--- config.mk ---
export PLATFORM = sky130hd
export DESIGN_NAME = bids22_cmd_sequencer_flat
export DESIGN_NICKNAME = d
export VERILOG_FILES = /design/src/rtl/bids22_cmd_sequencer_if.sv /design/src/rtl/bids22_cmd_sequencer.sv /design/src/flat_wrapper.sv
export SDC_FILE = /design/constraint.sdc
export NUM_CORES = 1
export LEC_CHECK = 0
export CORE_ASPECT_RATIO = 0.8
export CORE_MARGIN = 2
export CORE_UTILIZATION = 40
export CTS_CLUSTER_DIAMETER = 200
export DETAILED_ROUTE_END_ITERATION = 6
export SYNTH_ARGS = -nofsm -noshare
export SYNTH_HDL_FRONTEND = slang
export SYNTH_SLANG_ARGS = --single-unit
--- constraint.sdc ---
create_clock -name clk -period 4.9 [get_ports clk]
set_input_delay 1.47 -clock clk [delete_from_list [all_inputs] [get_ports clk]]
set_output_delay 1.47 -clock clk [all_outputs]
set_load 0.02 [all_outputs]
--- src/rtl/bids22_cmd_sequencer_if.sv ---
// Host-command and core-control signal bundle for the bids22 command sequencer.
// The slave side is the sequencer; the master side is the host plus auction core.
interface bids22_cmd_sequencer_if;
  logic        cmd_valid;
  logic        cmd_ready;
  logic [3:0]  cmd_op;
  logic [31:0] cmd_data;
  logic        ready;
  logic        roundOver;
  logic [3:0]  C_op;
  logic [31:0] C_data;
  logic        C_start;
  logic        busy;
  logic [15:0] round_count;
  logic        to_err;

  modport slave (
    input  cmd_valid, cmd_op, cmd_data, ready, roundOver,
    output cmd_ready, C_op, C_data, C_start, busy, round_count, to_err
  );

  modport master (
    output cmd_valid, cmd_op, cmd_data, ready, roundOver,
    input  cmd_ready, C_op, C_data, C_start, busy, round_count, to_err
  );
endinterface

--- src/rtl/bids22_cmd_sequencer.sv ---
// Command FIFO plus replay FSM driving the bids22 core control inputs; turns
// RUN_ROUND into a C_start window, then waits (with timeout) for roundOver.
module bids22_cmd_sequencer #(
  parameter int DEPTH   = 4,
  parameter int TIMEOUT = 1024
) (
  input  logic                  clk,
  input  logic                  reset,
  bids22_cmd_sequencer_if.slave bus
);

  localparam int AW = (DEPTH > 1) ? $clog2(DEPTH) : 1;
  localparam int CW = AW + 1;
  localparam int TW = (TIMEOUT > 1) ? $clog2(TIMEOUT) : 1;

  typedef enum logic [1:0] {
    ST_IDLE  = 2'd0,
    ST_ISSUE = 2'd1,
    ST_START = 2'd2,
    ST_WAIT  = 2'd3
  } state_t;

  logic [3:0]    r_mem_op   [DEPTH];
  logic [31:0]   r_mem_data [DEPTH];
  logic [AW-1:0] r_wptr;
  logic [AW-1:0] r_rptr;
  logic [CW-1:0] r_count;

  state_t        r_state;
  logic [3:0]    r_c_op;
  logic [31:0]   r_c_data;
  logic          r_c_start;
  logic [15:0]   r_win;
  logic [TW-1:0] r_to_cnt;
  logic [15:0]   r_round_count;
  logic          r_to_err;

  logic          w_full;
  logic          w_empty;
  logic          w_push;
  logic          w_pop;
  logic [3:0]    w_head_op;
  logic [31:0]   w_head_data;
  logic [15:0]   w_win;

  assign w_full      = (r_count == CW'(DEPTH));
  assign w_empty     = (r_count == {CW{1'b0}});
  assign w_push      = bus.cmd_valid && !w_full;
  assign w_pop       = (r_state == ST_IDLE) && !w_empty && bus.ready;
  assign w_head_op   = r_mem_op[r_rptr];
  assign w_head_data = r_mem_data[r_rptr];
  // A zero-length bid window still gets one C_start cycle.
  assign w_win       = (w_head_data[15:0] == 16'd0) ? 16'd1 : w_head_data[15:0];

  assign bus.cmd_ready   = !w_full;
  assign bus.C_op        = r_c_op;
  assign bus.C_data      = r_c_data;
  assign bus.C_start     = r_c_start;
  assign bus.round_count = r_round_count;
  assign bus.to_err      = r_to_err;
  assign bus.busy        = (r_state != ST_IDLE) || !w_empty;

  always_ff @(posedge clk) begin
    if (w_push) begin
      r_mem_op[r_wptr]   <= bus.cmd_op;
      r_mem_data[r_wptr] <= bus.cmd_data;
    end
  end

  always_ff @(posedge clk) begin
    if (reset) begin
      r_wptr  <= {AW{1'b0}};
      r_rptr  <= {AW{1'b0}};
      r_count <= {CW{1'b0}};
    end else begin
      if (w_push) begin
        r_wptr <= r_wptr + AW'(1);
      end
      if (w_pop) begin
        r_rptr <= r_rptr + AW'(1);
      end
      case ({w_push, w_pop})
        2'b10:   r_count <= r_count + CW'(1);
        2'b01:   r_count <= r_count - CW'(1);
        default: r_count <= r_count;
      endcase
    end
  end

  always_ff @(posedge clk) begin
    if (reset) begin
      r_state       <= ST_IDLE;
      r_c_op        <= 4'h0;
      r_c_data      <= 32'h0;
      r_c_start     <= 1'b0;
      r_win         <= 16'd0;
      r_to_cnt      <= {TW{1'b0}};
      r_round_count <= 16'd0;
      r_to_err      <= 1'b0;
    end else begin
      case (r_state)
        ST_IDLE: begin
          r_c_op    <= 4'h0;
          r_c_data  <= 32'h0;
          r_c_start <= 1'b0;
          if (w_pop) begin
            if (w_head_op == 4'h0) begin
              r_state <= ST_IDLE;
            end else if (w_head_op == 4'hF) begin
              r_c_start <= 1'b1;
              r_win     <= w_win;
              r_state   <= ST_START;
            end else begin
              r_c_op   <= w_head_op;
              r_c_data <= w_head_data;
              r_state  <= ST_ISSUE;
            end
          end else begin
            r_state <= ST_IDLE;
          end
        end
        ST_ISSUE: begin
          r_c_op   <= 4'h0;
          r_c_data <= 32'h0;
          r_state  <= ST_IDLE;
        end
        ST_START: begin
          // r_win counts the C_start cycles still to come, including this one.
          if (r_win <= 16'd1) begin
            r_c_start <= 1'b0;
            r_to_cnt  <= {TW{1'b0}};
            r_state   <= ST_WAIT;
          end else begin
            r_win <= r_win - 16'd1;
          end
        end
        ST_WAIT: begin
          if (bus.roundOver) begin
            r_round_count <= r_round_count + 16'd1;
            r_state       <= ST_IDLE;
          end else if (r_to_cnt == TW'(TIMEOUT - 1)) begin
            r_to_err <= 1'b1;
            r_state  <= ST_IDLE;
          end else begin
            r_to_cnt <= r_to_cnt + TW'(1);
          end
        end
        default: begin
          r_c_op    <= 4'h0;
          r_c_data  <= 32'h0;
          r_c_start <= 1'b0;
          r_state   <= ST_IDLE;
        end
      endcase
    end
  end

endmodule
--- src/flat_wrapper.sv ---
// flat-port wrapper written by rule: the top's interface ports become plain ports
module bids22_cmd_sequencer_flat 
#(
  parameter int DEPTH   = 4,
  parameter int TIMEOUT = 1024
)
  (clk, reset, bus_cmd_valid, bus_cmd_op, bus_cmd_data, bus_ready, bus_roundOver, bus_cmd_ready, bus_C_op, bus_C_data, bus_C_start, bus_busy, bus_round_count, bus_to_err);
  bids22_cmd_sequencer_if bus_i ();
  input  logic clk;
  input  logic reset;
  input wire logic [$bits(bus_i.cmd_valid)-1:0] bus_cmd_valid;
  input wire logic [$bits(bus_i.cmd_op)-1:0] bus_cmd_op;
  input wire logic [$bits(bus_i.cmd_data)-1:0] bus_cmd_data;
  input wire logic [$bits(bus_i.ready)-1:0] bus_ready;
  input wire logic [$bits(bus_i.roundOver)-1:0] bus_roundOver;
  output wire logic [$bits(bus_i.cmd_ready)-1:0] bus_cmd_ready;
  output wire logic [$bits(bus_i.C_op)-1:0] bus_C_op;
  output wire logic [$bits(bus_i.C_data)-1:0] bus_C_data;
  output wire logic [$bits(bus_i.C_start)-1:0] bus_C_start;
  output wire logic [$bits(bus_i.busy)-1:0] bus_busy;
  output wire logic [$bits(bus_i.round_count)-1:0] bus_round_count;
  output wire logic [$bits(bus_i.to_err)-1:0] bus_to_err;
  assign bus_i.cmd_valid = bus_cmd_valid;
  assign bus_i.cmd_op = bus_cmd_op;
  assign bus_i.cmd_data = bus_cmd_data;
  assign bus_i.ready = bus_ready;
  assign bus_i.roundOver = bus_roundOver;
  assign bus_cmd_ready = bus_i.cmd_ready;
  assign bus_C_op = bus_i.C_op;
  assign bus_C_data = bus_i.C_data;
  assign bus_C_start = bus_i.C_start;
  assign bus_busy = bus_i.busy;
  assign bus_round_count = bus_i.round_count;
  assign bus_to_err = bus_i.to_err;
  bids22_cmd_sequencer #(.DEPTH(DEPTH), .TIMEOUT(TIMEOUT)) u_core (.clk(clk), .reset(reset), .bus(bus_i));
endmodule
## Word-level counts from Yosys, hierarchy flattened

Memories as Yosys holds them, arrays and structs flattened. A register that Yosys moved wholly into a read port is not among the register bits.
Index checks and enable logic that the tools add are counted.

| storage, ports and cells | value |
|---|---|
| register bits | 89 |
| bits in writable memories | 144 |
| output and inout port bits | 56 |
| word-level logic and storage cells | 96 |
| memories kept | 2 |

| cells by class | value |
|---|---|
| add/sub/neg operators | 7 |
| order comparisons | 1 |
| equal/unequal tests | 16 |
| muxes and demuxes | 37 |
| bitwise logic cells | 1 |
| reductions and logical operators | 21 |

Memory list:

| memory | words | bits a word | read ports | clocked after Yosys merged registers in | wr ports | RTL line | RTL |
|---|---|---|---|---|---|---|---|
| u_core.r_mem_data | 4 | 32 | 1 | 1 | 1 | bids22_cmd_sequencer.sv:24 | `logic [31:0] r_mem_data [DEPTH];` |
| u_core.r_mem_op | 4 | 4 | 1 | 1 | 1 | bids22_cmd_sequencer.sv:23 | `logic [3:0] r_mem_op [DEPTH];` |

Operator list:

| operator | number |
|---|---|
| $mux W32 | 3 |
| $mux W16 | 5 |
| $pmux W32 S2 | 1 |
| $pmux W16 S2 | 1 |
| $mux W10 | 3 |
| $mux W2 | 10 |
| $pmux W10 S2 | 1 |
| $add A16 B1 Y16 const B | 1 |
| $le A16 B1 Y1 const B | 1 |
| $logic_not A16 Y1 | 1 |
| $sub A16 B1 Y16 const B | 1 |
| $mux W4 | 3 |
| $add A10 B1 Y10 const B | 1 |
| $eq A10 B10 Y1 const B | 1 |
| $ne A2 B2 Y1 const B | 5 |
| $reduce_bool A2 Y1 | 5 |
| $pmux W2 S4 | 1 |
| $pmux W4 S2 | 1 |
| $eq A2 B2 Y1 const B | 3 |
| $mux W1 | 6 |
| $pmux W3 S2 | 1 |
| $reduce_and A2 Y1 | 3 |
| $reduce_and A5 Y1 | 1 |
| $add A2 B1 Y2 const B | 2 |
| other kinds (17) | 22 |

## Depth between registers and ports, before layout

| logic depth | value |
|---|---|
| depth in word-level cells | 6 |
| depth in mapped cells | 10 |
| gate-level depth less buffers | 10 |

## Least setup slack after synthesis

No wires, ideal clock.

| timing | value |
|---|---|
| path type | input to register |
| from | in bus_ready |
| to | reg u_core.r_count[2] |
| library setup time | 71 ps |
| arrival | 2936 ps |
| slack | 1893 ps |
| stages | 7 |
| buffers on the path | 0 |
| cells stage by stage | o311a_1 > ha_1 > inv_1 > fa_1 > xor2_1 > or3_1 > a21oi_1 |

| between the ends | value |
|---|---|
| word-level cells in the longest chain between the ends | 3 |
| elaborated cells between the ends (all ways) | 5 |

Ends and longest elaborated chain:

| element | RTL line | RTL |
|---|---|---|
| from (decl) | flat_wrapper.sv:14 | `input wire logic [$bits(bus_i.ready)-1:0] bus_ready;` |
| $logic_and A1 B1 Y1 (*) | bids22_cmd_sequencer.sv:49 | `assign w_pop = (r_state == ST_IDLE) && !w_empty && bus.ready;` |
| $eq A2 B1 Y1 or $eq A2 B2 Y1 (tied branches) | bids22_cmd_sequencer.sv:82 | `case ({w_push, w_pop})` |
| $pmux W3 S2 or $reduce_bool A2 Y1 (tied branches) | -- |  |
| to (signal assigned) | bids22_cmd_sequencer.sv:83 | `2'b10: r_count <= r_count + CW'(1);` |
| to (signal assigned) | bids22_cmd_sequencer.sv:84 | `2'b01: r_count <= r_count - CW'(1);` |
| to (signal assigned) | bids22_cmd_sequencer.sv:85 | `default: r_count <= r_count;` |
| to (decl) | bids22_cmd_sequencer.sv:27 | `logic [CW-1:0] r_count;` |

Every way passes the cells marked *; elsewhere a longest branch is shown, timed or not.
A chain may end at the register's enable or synchronous reset.

## Worst setup path in the final report

| timing | value |
|---|---|
| from | reg u_core.r_state[0] |
| to | out bus_busy |

| between the ends | value |
|---|---|
| word-level cells in the longest chain between the ends | 2 |

Ends and longest elaborated chain:

| element | RTL line | RTL |
|---|---|---|
| from (decl) | bids22_cmd_sequencer.sv:29 | `state_t r_state;` |
| from (signal assigned) | bids22_cmd_sequencer.sv:92 | `r_state <= ST_IDLE;` |
| from (signal assigned) | bids22_cmd_sequencer.sv:108 | `r_state <= ST_IDLE;` |
| from (signal assigned) | bids22_cmd_sequencer.sv:112 | `r_state <= ST_START;` |
| $reduce_bool A2 Y1 | bids22_cmd_sequencer.sv:61 | `assign bus.busy = (r_state != ST_IDLE) \|\| !w_empty;` |
| $logic_or A1 B1 Y1 | bids22_cmd_sequencer.sv:61 |  |
| to (decl) | flat_wrapper.sv:20 | `output wire logic [$bits(bus_i.busy)-1:0] bus_busy;` |

Every way passes these cells.

==> results_dict.tcl <==
set metrics [dict create \
    path_delay_family "simple AND/OR/NAND/NOR gates" \
    fillers 1876 \
    switching_share 0.293 \
    ys_async_sr_fraction 0 \
    drt-initial-drc-count 677 \
    status "finished, final reports clean" \
    ys_warn_count 0 \
    power_frac_clock 0.323 \
    syn_nets 696 \
    critPathBufInv 1 \
    finalMaxSlewViolations 0 \
    ant_nets 0 \
    hold_buffers 0 \
    num_vias 5761 \
    die_h_um 140 \
    overflow 0 \
    intPower_mw 3.93 \
    worst_slew_pin_slew_ns 1.09 \
    cts-root-buf "clkbuf_16" \
    die_area_sq_um 24500 \
    yosys.area.top_type "edfxtp_1" \
    synth_edf_count 144 \
    min_period_ns 3.48 \
    core_sq_um 22600 \
    die_x_um 174 \
    final_nets 792 \
    viasPerCell 5.40 \
    clk_latency_ns 0.52 \
    synth_cell_types 54 \
    clk_pin_slew_ns 0.06 \
    ys_seq_area_frac 0.661 \
    synthCells 645 \
    cts_buffer_depth 3 \
    port_buffers 96 \
    setup_tns_ns 0 \
    cts_buffers 24 \
    path_class "reg -> out" \
    crit_fanout 8 \
    ys_top_cells_by_area "edfxtp_1 (47%), dfxtp_1 (20%), mux4_2 (5.1%), mux4_1 (4.2%), nor2_1 (3.6%)" \
    rows 49 \
    synth_top_area_share 0.465 \
    drc_errors 0 \
    powerDensity_nw_per_um2 492 \
    final_common_cell "edfxtp_1" \
    cts_tree "built" \
    power.switching_mw 1.63 \
    grt_pass1_wl_um 31800 \
    setup_viol 0 \
    cts_setup_buffers 0 \
    top_level_ports 97 \
    grt_max_degree 52 \
    min_from "u_core.r_to_cnt[1]" \
    worstHoldPathType "reg -> reg" \
    drtPass1Iterations 5 \
    grt_pass1_vias 5876 \
    crit_path_start_kind "register" \
    fmaxAchievable_ghz 0.287 \
    postCtsResizedCells 0 \
    crit_path_top_delay_cell "clkdlybuf4s50_1" \
    critPathMaxStageDelay_ns 0.56 \
    antenna_found_initial 2 \
    finalCritPeriodShare 0.711 \
    fin_util 0.500 \
    area_delta_synth_final_pct 21.7 \
    clkSinkCount 235 \
    pwr-share-seq 0.447 \
    gp_congestion 0.818 \
    fin_worst_skew_ns 0.0277 \
    worstSetupStartpoint "u_core.r_state[0]" \
    ys.flop_type "edfxtp_1" \
    drv_cap 0 \
    dp_hpwl_um 12500 \
    combPwrFrac 0.231 \
    initial_core_util 0.411 \
    slew_headroom 0.276 \
    cp-end-kind "primary output" \
    cp.required_ns 3.43 \
    wl_per_cell_um 19.0 \
    worstPathCellList "nor2_1 > nand3b_1 > clkdlybuf4s50_1" \
    drive_gt1_frac 0.104 \
    synth_area_sq_um 9290 \
    totalWireLength_um 20300 \
    rsz0062_at_grt "no" \
    p_leak_nw 3.80 \
    ir_drop_v 0.000241 \
    hold_viol_final 0 \
    cp.arrival_ns 2.01 \
    final_cell_mix "edfxtp_1 (144), clkdlybuf4s50_1 (95), nor2_1 (89)" \
    grt_use_total 0.165 \
    htreeDepth 1 \
    syn_avg_cell_area_sq_um 14.4 \
    synth-seq-cells 235 \
]
## Yosys cell counts (11+ instances only)
| master | n |
|---|---|
| edfxtp_1 | 144 |
| dfxtp_1 | 91 |
| nor2_1 | 89 |
| a22oi_1 | 36 |
| xor2_1 | 28 |
| nand2_1 | 25 |
| clkbuf_1 | 22 |
| mux4_2 | 21 |
| a21oi_1 | 17 |
| and3_1 | 15 |
| mux4_1 | 15 |
| inv_1 | 13 |
| nor3_1 | 12 |
| nand4_1 | 11 |
## path summary, 6_finish.rpt
check        cells after the start  slack, ns                  to
min                              2       0.49  u_core.r_to_cnt[1]
max reg2reg                      6       1.58    u_core.r_win[11]
min reg2reg                      2       0.49  u_core.r_to_cnt[1]
max                              3       1.42            bus_busy
## flip-flops by register name, summed over array words and instances (netlist names), named ones only
register                cells
u_core.bus.C_data          32
u_core.r_rptr               2
u_core.r_count              3
u_core.bus.round_count     16
u_core.r_wptr               2
u_core.r_mem_data         128
u_core.bus.C_op             4
u_core.r_to_cnt            10
u_core.r_state              2
u_core.bus.to_err           1
u_core.bus.C_start          1
u_core.r_win               16
u_core.r_mem_op            16
## cells by family (layout without fill, tap and decap cells)
family | after synthesis | after routing | synth area share
flops | 235 | 235 | 0.661
simple gates | 188 | 188 | 0.0955
compound gates | 95 | 95 | 0.0788
buf+inv | 46 | 160 | 0.0236
mux | 37 | 37 | 0.0944
xor+xnor | 34 | 34 | 0.0321
fa+ha+maj | 10 | 10 | 0.0143
other cells | 0 | 2 | 0
## layer usage
layer,GRT usage,vias up,part of all wire
met5,0,-,0
met4,0.0478,0,0.027
met3,0.0388,40,0.064
met2,0.273,188,0.46
met1,0.218,2856,0.44
li1,-,2677,-
## area by class of cell
cell class	instances	area [sq um]	area share
sequential	235	6150	0.544
multi-input combinational	364	2940	0.260
timing repair buffer	103	1010	0.0892
clock buffer	32	661	0.0584
tap	306	383	0.0339
clock inverter	12	115	0.0102
inverter	13	48.8	0.00432
antenna	2	5.00	0.000443
## tightest hold or removal path, stage by stage, from the launching register on
cell,delay (ns)
dfxtp_1,0.33
nand2_1,0.06
a21oi_1,0.05
## stage by stage
stage                     hold WS, ns  cells  worst slack [ns]  cell area (sq um)  power, mW
after floorplan                 0.444    645              1.89               9290       3.38
final                           0.490   1067              1.42              11300       5.56
after global routing            0.533   1065              1.27              11300       5.82
after global placement          0.459   1021              1.34              10500       3.77
after detailed placement        0.476   1021              1.25              10500       3.81
after CTS                       0.486   1065              1.35              11300       5.61
## power by group through the flow
stage               Clock [mW]  Sequential (mW)  Combinational [mW]
global route              1.92             2.51                1.39
CTS                       1.84             2.49                1.29
global placement             0             2.52                1.25
floorplan                    0             2.48               0.899
finish                    1.79             2.48                1.28
detailed placement           0             2.53                1.28
Note: power is estimated with default switching activity, not from simulation.
